File: src/rtl/sdwr_pkg.sv
// sdwr_pkg: shared types, constants and helpers for the serial-data window transmitter.
//   sdwr_state_t    frame FSM states
//   SDWR_FRAME_BITS bits per frame (start + 8 data + parity + stop)
//   WIN_BA13/12     address decode values that select the window
//   parity8         even-parity bit of a byte
package sdwr_pkg;
    typedef enum logic [2:0] {
        S_IDLE,
        S_START,
        S_DATA,
        S_PARITY,
        S_STOP
    } sdwr_state_t;

    localparam int SDWR_FRAME_BITS = 11;
    localparam logic WIN_BA13 = 1'b0;
    localparam logic WIN_BA12 = 1'b1;

    function automatic logic parity8(input logic [7:0] d);
        return ^d;
    endfunction
endpackage

File: src/rtl/sdwr_bitclk.sv
// sdwr_bitclk: half-period divider producing the serial clock and bit-phase pulses.
//   clk, rst_n  system clock, async active-low reset
//   en          run while a frame is active; held cleared otherwise
//   bit_start   first clock of a bit
//   half_tick   last clock of either half period
//   high        current clock lies in the second (sclk high) half
//   sclk_o      registered serial clock, idles high
module sdwr_bitclk #(
    parameter int DIV = 4
) (
    input  logic clk,
    input  logic rst_n,
    input  logic en,
    output logic bit_start,
    output logic half_tick,
    output logic high,
    output logic sclk_o
);
    logic [7:0] cnt;

    assign half_tick = en & (cnt == 8'(DIV - 1));
    assign bit_start = en & (cnt == 8'd0) & ~high;

    // sclk_o mirrors the phase of the previous clock, matching the one-clock
    // registered lag of sdwr and busy in the top level.
    always_ff @(posedge clk or negedge rst_n) begin
        if (!rst_n) begin
            cnt    <= '0;
            high   <= 1'b0;
            sclk_o <= 1'b1;
        end else if (!en) begin
            cnt    <= '0;
            high   <= 1'b0;
            sclk_o <= 1'b1;
        end else begin
            cnt    <= half_tick ? 8'd0 : cnt + 8'd1;
            high   <= high ^ half_tick;
            sclk_o <= high;
        end
    end
endmodule

File: src/rtl/sdwr_serializer.sv
// sdwr_serializer: assembles a byte from two address-encoded nibble writes and sends it as a framed serial stream.
//   clk, rst_n          system clock, async active-low reset
//   sser, ba13, ba12    window select/decode (window when sser=0, ba13=0, ba12=1)
//   ba                  nibble value on a write
//   br_w, bus_stb       bus direction (1=read) and one-clock valid strobe
//   sdwr, sclk_o        serial data and clock, both idle high
//   busy, nib_pend, ovr frame active, high nibble held, sticky overrun
module sdwr_serializer
    import sdwr_pkg::*;
#(
    parameter int DIV        = 4,
    parameter bit PARITY_ODD = 1'b0
) (
    input  logic       clk,
    input  logic       rst_n,
    input  logic       sser,
    input  logic       ba13,
    input  logic       ba12,
    input  logic [3:0] ba,
    input  logic       br_w,
    input  logic       bus_stb,
    output logic       sdwr,
    output logic       sclk_o,
    output logic       busy,
    output logic       nib_pend,
    output logic       ovr
);
    sdwr_state_t state, state_nx;
    logic       win, wr_hit, rd_hit, start, en;
    logic       bit_start, half_tick, high, bit_end, sdwr_nx, par;
    logic [3:0] held;
    logic [7:0] sh;
    logic [2:0] bcnt;

    assign win     = bus_stb & ~sser & (ba13 == WIN_BA13) & (ba12 == WIN_BA12);
    assign wr_hit  = win & ~br_w;
    assign rd_hit  = win & br_w;
    // busy lags the FSM by a clock, so the clock after a start is the only
    // busy=0 clock with the FSM active; nib_pend is always 0 there.
    assign start   = wr_hit & ~busy & nib_pend;
    assign en      = state != S_IDLE;
    assign bit_end = half_tick & high;

    sdwr_bitclk #(.DIV(DIV)) u_bitclk (
        .clk      (clk),
        .rst_n    (rst_n),
        .en       (en),
        .bit_start(bit_start),
        .half_tick(half_tick),
        .high     (high),
        .sclk_o   (sclk_o)
    );

    always_ff @(posedge clk or negedge rst_n) begin
        if (!rst_n) state <= S_IDLE;
        else        state <= state_nx;
    end

    always_comb begin
        state_nx = state;
        sdwr_nx  = 1'b1;
        case (state)
            S_IDLE:   state_nx = start ? S_START : S_IDLE;
            S_START:  begin
                sdwr_nx  = 1'b0;
                state_nx = bit_end ? S_DATA : S_START;
            end
            S_DATA:   begin
                sdwr_nx  = sh[0];
                state_nx = (bit_end && bcnt == 3'd7) ? S_PARITY : S_DATA;
            end
            S_PARITY: begin
                sdwr_nx  = par;
                state_nx = bit_end ? S_STOP : S_PARITY;
            end
            S_STOP:   state_nx = bit_end ? S_IDLE : S_STOP;
            default:  state_nx = S_IDLE;
        endcase
    end

    always_ff @(posedge clk or negedge rst_n) begin
        if (!rst_n) begin
            sdwr     <= 1'b1;
            busy     <= 1'b0;
            nib_pend <= 1'b0;
            ovr      <= 1'b0;
            held     <= '0;
            sh       <= '0;
            bcnt     <= '0;
            par      <= 1'b0;
        end else begin
            busy <= en;
            sdwr <= !en ? 1'b1 : bit_start ? sdwr_nx : sdwr;
            if (wr_hit && busy) ovr <= 1'b1;
            else if (rd_hit)    ovr <= 1'b0;
            if (wr_hit && !busy) begin
                nib_pend <= ~nib_pend;
                if (!nib_pend) held <= ba;
            end
            if (start) begin
                sh   <= {held, ba};
                par  <= parity8({held, ba}) ^ PARITY_ODD;
                bcnt <= '0;
            end else if (state == S_DATA && bit_end) begin
                sh   <= sh >> 1;
                bcnt <= bcnt + 3'd1;
            end
        end
    end
endmodule
File: config.mk
export PLATFORM = sky130hd
export DESIGN_NAME = sdwr_serializer
export DESIGN_NICKNAME = d
export VERILOG_FILES = /design/src/rtl/sdwr_pkg.sv /design/src/rtl/sdwr_bitclk.sv /design/src/rtl/sdwr_serializer.sv
export SDC_FILE = /design/constraint.sdc
export NUM_CORES = 1
export LEC_CHECK = 0
export ABC_AREA = 1
export CAP_MARGIN = 40
export CORE_ASPECT_RATIO = 0.7
export CORE_MARGIN = 2
export CORE_UTILIZATION = 25
export DETAILED_ROUTE_END_ITERATION = 10
export PLACE_DENSITY = 0.52
export SLEW_MARGIN = 20
export SYNTH_ARGS = -nofsm -noshare
export SYNTH_HDL_FRONTEND = slang
export SYNTH_HIERARCHICAL = 1
export SYNTH_SLANG_ARGS = --single-unit
File: constraint.sdc
create_clock -name clk -period 2.32 [get_ports clk]
set_input_delay 0.464 -clock clk [delete_from_list [all_inputs] [get_ports clk]]
set_output_delay 0.464 -clock clk [all_outputs]
set_load 0.03 [all_outputs]
# Word level (Yosys, flattened, before mapping)
# Index checks and enable logic that the tools add are counted.
[word_totals] register_bits=33 inputBits=11 word_cells=70
[op_classes] add_sub_neg=2 n_eq_ne=7 mux=19 n_bitwise=18 n_reduce_logical=12
[op_table] operator="2-to-1 mux 8 bit" count=4
[op_table] operator="one-hot mux 3 bit (5 select lines)" count=1
[op_table] operator="2-to-1 mux 3 bit" count=4
[op_table] operator="AND 1 bit" count=11
[op_table] operator="adder 8 x 1 -> 8 bit, second input constant" count=1
[op_table] operator="equality test 8 x 2 -> 1 bit, second input constant" count=1
[op_table] operator="zero test 8 bit" count=1
[op_table] operator="2-to-1 mux 1 bit" count=8
[op_table] operator="XOR reduction 8 bit" count=1
[op_table] operator="equality test 3 x 2 -> 1 bit, second input constant" count=2
[op_table] operator="equality test 3 bit, second input constant" count=2
[op_table] operator="NOT 1 bit" count=6
[op_table] operator="logical AND 1 bit" count=4
[op_table] operator="nonzero test 2 bit" count=2
[op_table] operator="adder 3 x 1 -> 3 bit, second input constant" count=1
[op_table] operator="equality test 3 x 1 -> 1 bit, second input constant" count=1
[op_table] operator="zero test 3 bit" count=1
[op_table] operator="one-hot mux 1 bit (3 select lines)" count=1
[op_table] operator="nonzero test 3 bit" count=1
[op_table] operator="2-to-1 mux 2 bit" count=1
[op_table] operator="inequality test 2 x 1 -> 1 bit, second input constant" count=1
[op_table] operator="AND reduction 2 bit" count=1
[op_table] operator="zero test 1 bit" count=1
[op_table] operator="XOR 1 bit" count=1

# Depth between registers and ports, before layout
[depth] word_depth=9 mapped_depth=16 ltp_nobuf=16

# Cells and area by module
# The synthesis kept the hierarchy.
[modules_own_cells] mod="sdwr_serializer" instances=1 cells_each=163 area_per_inst_um2=1268.7
[modules_own_cells] mod="sdwr_bitclk" instances=1 cells_each=75 area_per_inst_um2=573.0

# Worst setup path after synthesis
# No wires, ideal clock.
[synth_timing] path_type="reg2reg" start="register state[0]" end="register sh[5]" setup_ps=119 arrival_ps=1580 path_slack_ps=620 path_stages_with_launch=16 n_path_buf=0 synth_period_minus_slack_ps=1700 cell_sequence="dfrtp_1 > inv_1 > nand2_1 > nor2_1 > inv_1 > nand2_1 > inv_1 > nand2_1 > nor2_2 > nand2_1 > inv_1 > nand3_4 > nand2_1 > inv_1 > nand2_1 > nand2_1"
[synth_via] elab_chain_len=5 elab_cells_between_ends=6 classes_between="eq/ne: 1; bitwise: 2; reduce/logical: 3"
[synth_lines] item="start, declared" line_no="sdwr_serializer.sv:28" rtl="sdwr_state_t state, state_nx;"
[synth_lines] item="start signal, assigned" line_no="sdwr_serializer.sv:56" rtl="else state <= state_nx;"
[synth_lines] item="nonzero test 3 bit" line_no="sdwr_serializer.sv:41" rtl="assign en = state != S_IDLE;"
[synth_lines] item="via en" line_no="sdwr_serializer.sv:29" rtl="logic win, wr_hit, rd_hit, start, en;"
[synth_lines] item="AND 1 bit" line_no="sdwr_bitclk.sv:21" rtl="assign half_tick = en & (cnt == 8'(DIV - 1));"
[synth_lines] item="via half_tick" line_no="sdwr_serializer.sv:30" rtl="logic bit_start, half_tick, high, bit_end, sdwr_nx, par;"
[synth_lines] item="AND 1 bit" line_no="sdwr_serializer.sv:42" rtl="assign bit_end = half_tick & high;"
[synth_lines] item="logical AND 1 bit" line_no="sdwr_serializer.sv:104" rtl="end else if (state == S_DATA && bit_end) begin"
[synth_lines] item="nonzero test 2 bit (no source line)"
[synth_lines] item="end signal, assigned" line_no="sdwr_serializer.sv:101" rtl="sh <= {held, ba};"
[synth_lines] item="end signal, assigned" line_no="sdwr_serializer.sv:105" rtl="sh <= sh >> 1;"
[synth_lines] item="end, declared" line_no="sdwr_serializer.sv:32" rtl="logic [7:0] sh;"
# The timed path passes the listed nets, and every way through them passes these cells.
# A chain may end at the register's enable or synchronous reset.

# Worst setup path in the final report
[layout_timing] start="register state[0]" end="register sh[2]"
# The elaborated chain is that of the path after synthesis.

==> flow_metrics.env <==
export IMPL_grt_pass1_vias=1356
export IMPL_cts_inserted_buffers=5
export IMPL_crit_arrival_ps=2130
export IMPL_path_buf_inv=5
export IMPL_top_level_ports=16
export IMPL_max_cap_viol_count=0
export IMPL_drtPass1Iterations=5
export IMPL_critPathSlowestCell="dfrtp_1"
export IMPL_wl_per_cell_um=9.774
export IMPL_clk_latency_ps=290
export IMPL_cpMostUsedCell="nand2_1"
export IMPL_yosys_warnings=6
export IMPL_fin_skew_ps=9.790
export IMPL_clock_sinks=33
export IMPL_timing_final_crit_share_pct=84.65
export IMPL_chipHeight_um=75.81
export IMPL_syn_num_nets=254
export IMPL_grt_first_pass_wirelength_mm=6.223
export IMPL_final_hold_viol_count=0
export IMPL_drive_gt1_share_pct=12.31
export IMPL_crit_path_end_kind="flop"
export IMPL_grt_max_degree=34
export IMPL_antenna_found_initial=0
export IMPL_path_delay_family="simple AND/OR/NAND/NOR gates"
export IMPL_core_mm2=0.007222
export IMPL_cts_tree="built"
export IMPL_die_area_mm2=0.008081
export IMPL_setup_tns_final_ps=0
export IMPL_cts_resized=0
export IMPL_ys_seq_area_share_pct=44.97
export IMPL_tightest_slew_ps=420.3
export IMPL_grt_usage_pct=9.955
export IMPL_worstSetupPathType="reg2reg"
export IMPL_setup_viol=0
export IMPL_place_hpwl_mm=2.666
export IMPL_port_buffers=15
export IMPL_cts_root_buf="clkbuf_8"
export IMPL_final_common_cell="nand2_1"
export IMPL_cp_start_kind="flop"
export IMPL_post_cts_buffers=0
export IMPL_post_synth_cell_area_avg_um2=7.739
export IMPL_layout_common_cells="nand2_1, inv_1, dfrtp_1"
export IMPL_nNetsFinal=276
export IMPL_rows=26
export IMPL_die_width_um=106.6
export IMPL_dpl_cell_area_mm2=0.002111
export IMPL_vdd_drop_max_uv=288.0
export IMPL_routed_via_count=1415
export IMPL_initial_utilization_pct=25.50
export IMPL_slew_limit_headroom_pct=71.98
export IMPL_p_leak_uw=0.001102
export IMPL_drc_errors=0
export IMPL_cts_hold_buf=0
export IMPL_ys_seq_elements=33
export IMPL_netlist_area_mm2=0.001842
export IMPL_drtAntennaViolNets=0
export IMPL_ys_types=31
export IMPL_final_area_mm2=0.002197
export IMPL_path_cells="inv_1 -> nand2_1 -> nor2_1 -> inv_1 -> nand2_1 -> inv_1 -> nand2_1 -> nor2_2 -> nand2_1 -> inv_1 -> nand3_4 -> nand2_1 -> inv_1 -> nand2_1 -> nand2_1"
export IMPL_cp_required_ps=2490
export IMPL_period_minus_slack_ps=1964
export IMPL_numPlacedInstances=351
export IMPL_crit_fanout=7
export IMPL_rsz0062_at_grt="false"
export IMPL_syn_inst=238
export IMPL_syn_to_final_growth_pct=19.29
export IMPL_hp_class="reg2reg"
export IMPL_place_gp_congestion=0.7762
export IMPL_critPathMaxStageDelay_ps=380
export IMPL_fin_cells=358
export IMPL_cts_clk_slew_worst_paths_ps=60
export IMPL_h_tree_depth=2
export IMPL_grt_overflow=0
export IMPL_status="finished clean"
export IMPL_fill_cells=793
export IMPL_drv_slew=0
export IMPL_wl_mm=3.499
export IMPL_drt_initial_drc_count=54
export IMPL_n_antenna_cell=0
export IMPL_fmax_ghz=0.5092
export IMPL_cts_buffer_depth=2
export IMPL_drt_vias_per_instance=3.953
export IMPL_power_density_mw_per_mm2=821.7
through the flow:
stage / power [uW] / hold WS, ps / util [%] / setup WS [ps]
2_1_floorplan: 1194 / 168.4 / - / 620.2
3_3_place_gp: 1382 / 468.7 / 29.23 / 280.8
3_5_place_dp: 1386 / 467.0 / 29.23 / 272.3
4_1_cts: 1830 / 485.0 / 30.42 / 344.0
5_1_grt: 1946 / 506.7 / 30.42 / 64.95
6_report: 1805 / 480.4 / 30.42 / 356.1
where the power goes:
part | switching, uW | total, uW | internal (uW)
Combinational | 344 | 565 | 221
Clock | 200 | 435 | 235
Sequential | 117 | 805 | 688
Total | 661 | 1810 | 1140
cells by family after synthesis:
group	Yosys count	share of synthesized area (%)
compound gates	24	8.696
xor+xnor	4	1.903
fa+ha+maj	5	3.397
buf+inv	37	7.948
flops	33	44.97
simple gates	135	33.08
worst reg2reg max path: stages (launching register included):
cell and delay, ps:
dfrtp_1 380, inv_1 130, nand2_1 90, nor2_1 50, inv_1 150, nand2_1 90, inv_1 60, nand2_1 50
nor2_2 90, nand2_1 80, inv_1 150, nand3_4 140, nand2_1 120, inv_1 120, nand2_1 80, nand2_1 50
routing by layer:
metal	GRT usage [%]	up-vias	part of all wire, %
met1	14.23	609	57
met2	13.73	20	38
met4	4.762	0	1.2
met3	2.908	5	3.9
met5	0	-	0
li1	-	781	-
Yosys cell counts, drive strengths merged:
cell type | count | share of area, %
nand3 | 10 | 4.3
nor2 | 28 | 6.8
o22ai | 1 | 0.68
a21o | 1 | 0.48
nand2 | 89 | 18
o211ai | 1 | 0.41
nor3 | 5 | 2.5
inv | 36 | 7.3
dfstp | 2 | 2.9
a31oi | 1 | 0.34
a22oi | 1 | 0.41
nand4 | 2 | 0.68
buf | 1 | 0.61
xor2 | 1 | 0.48
or2 | 1 | 0.48
dfrtp | 31 | 42
ha | 5 | 3.4
o21ai | 15 | 5.1
a21oi | 4 | 1.3
xnor2 | 3 | 1.4
state kept, by name, summed over array words and instances, names as in the netlist, 3 cells and up:
name	flops
sh	8
state	3
bcnt	3
u_bitclk/cnt	8
held	4
worst paths after layout:
| check | slack, ps | end | startpoint | cells after the start |
|---|---|---|---|---|
| worst max register to register | 360 | sh[2] | state[0] | 15 |
| worst min register to register | 480 | sh[5] | sh[5] | 2 |
| worst min-delay path | 480 | sh[5] | sh[5] | 2 |
| worst max-delay path | 360 | sh[2] | state[0] | 15 |
| min in group asynchronous | 580 | u_bitclk/cnt[3] | rst_n | 2 |
| max in group asynchronous | 1420 | sdwr | rst_n | 2 |
final cells by class:
class | instances | area, um^2 | area share [%]
Tap cell | 98 | 122.6 | 5.581
Sequential cell | 33 | 828.3 | 37.70
Inverter | 36 | 135.1 | 6.150
Timing Repair Buffer | 16 | 157.7 | 7.175
Multi-Input combinational cell | 168 | 867.1 | 39.46
Clock buffer | 7 | 86.33 | 3.929
Note: power is estimated with default switching activity, not from simulation.
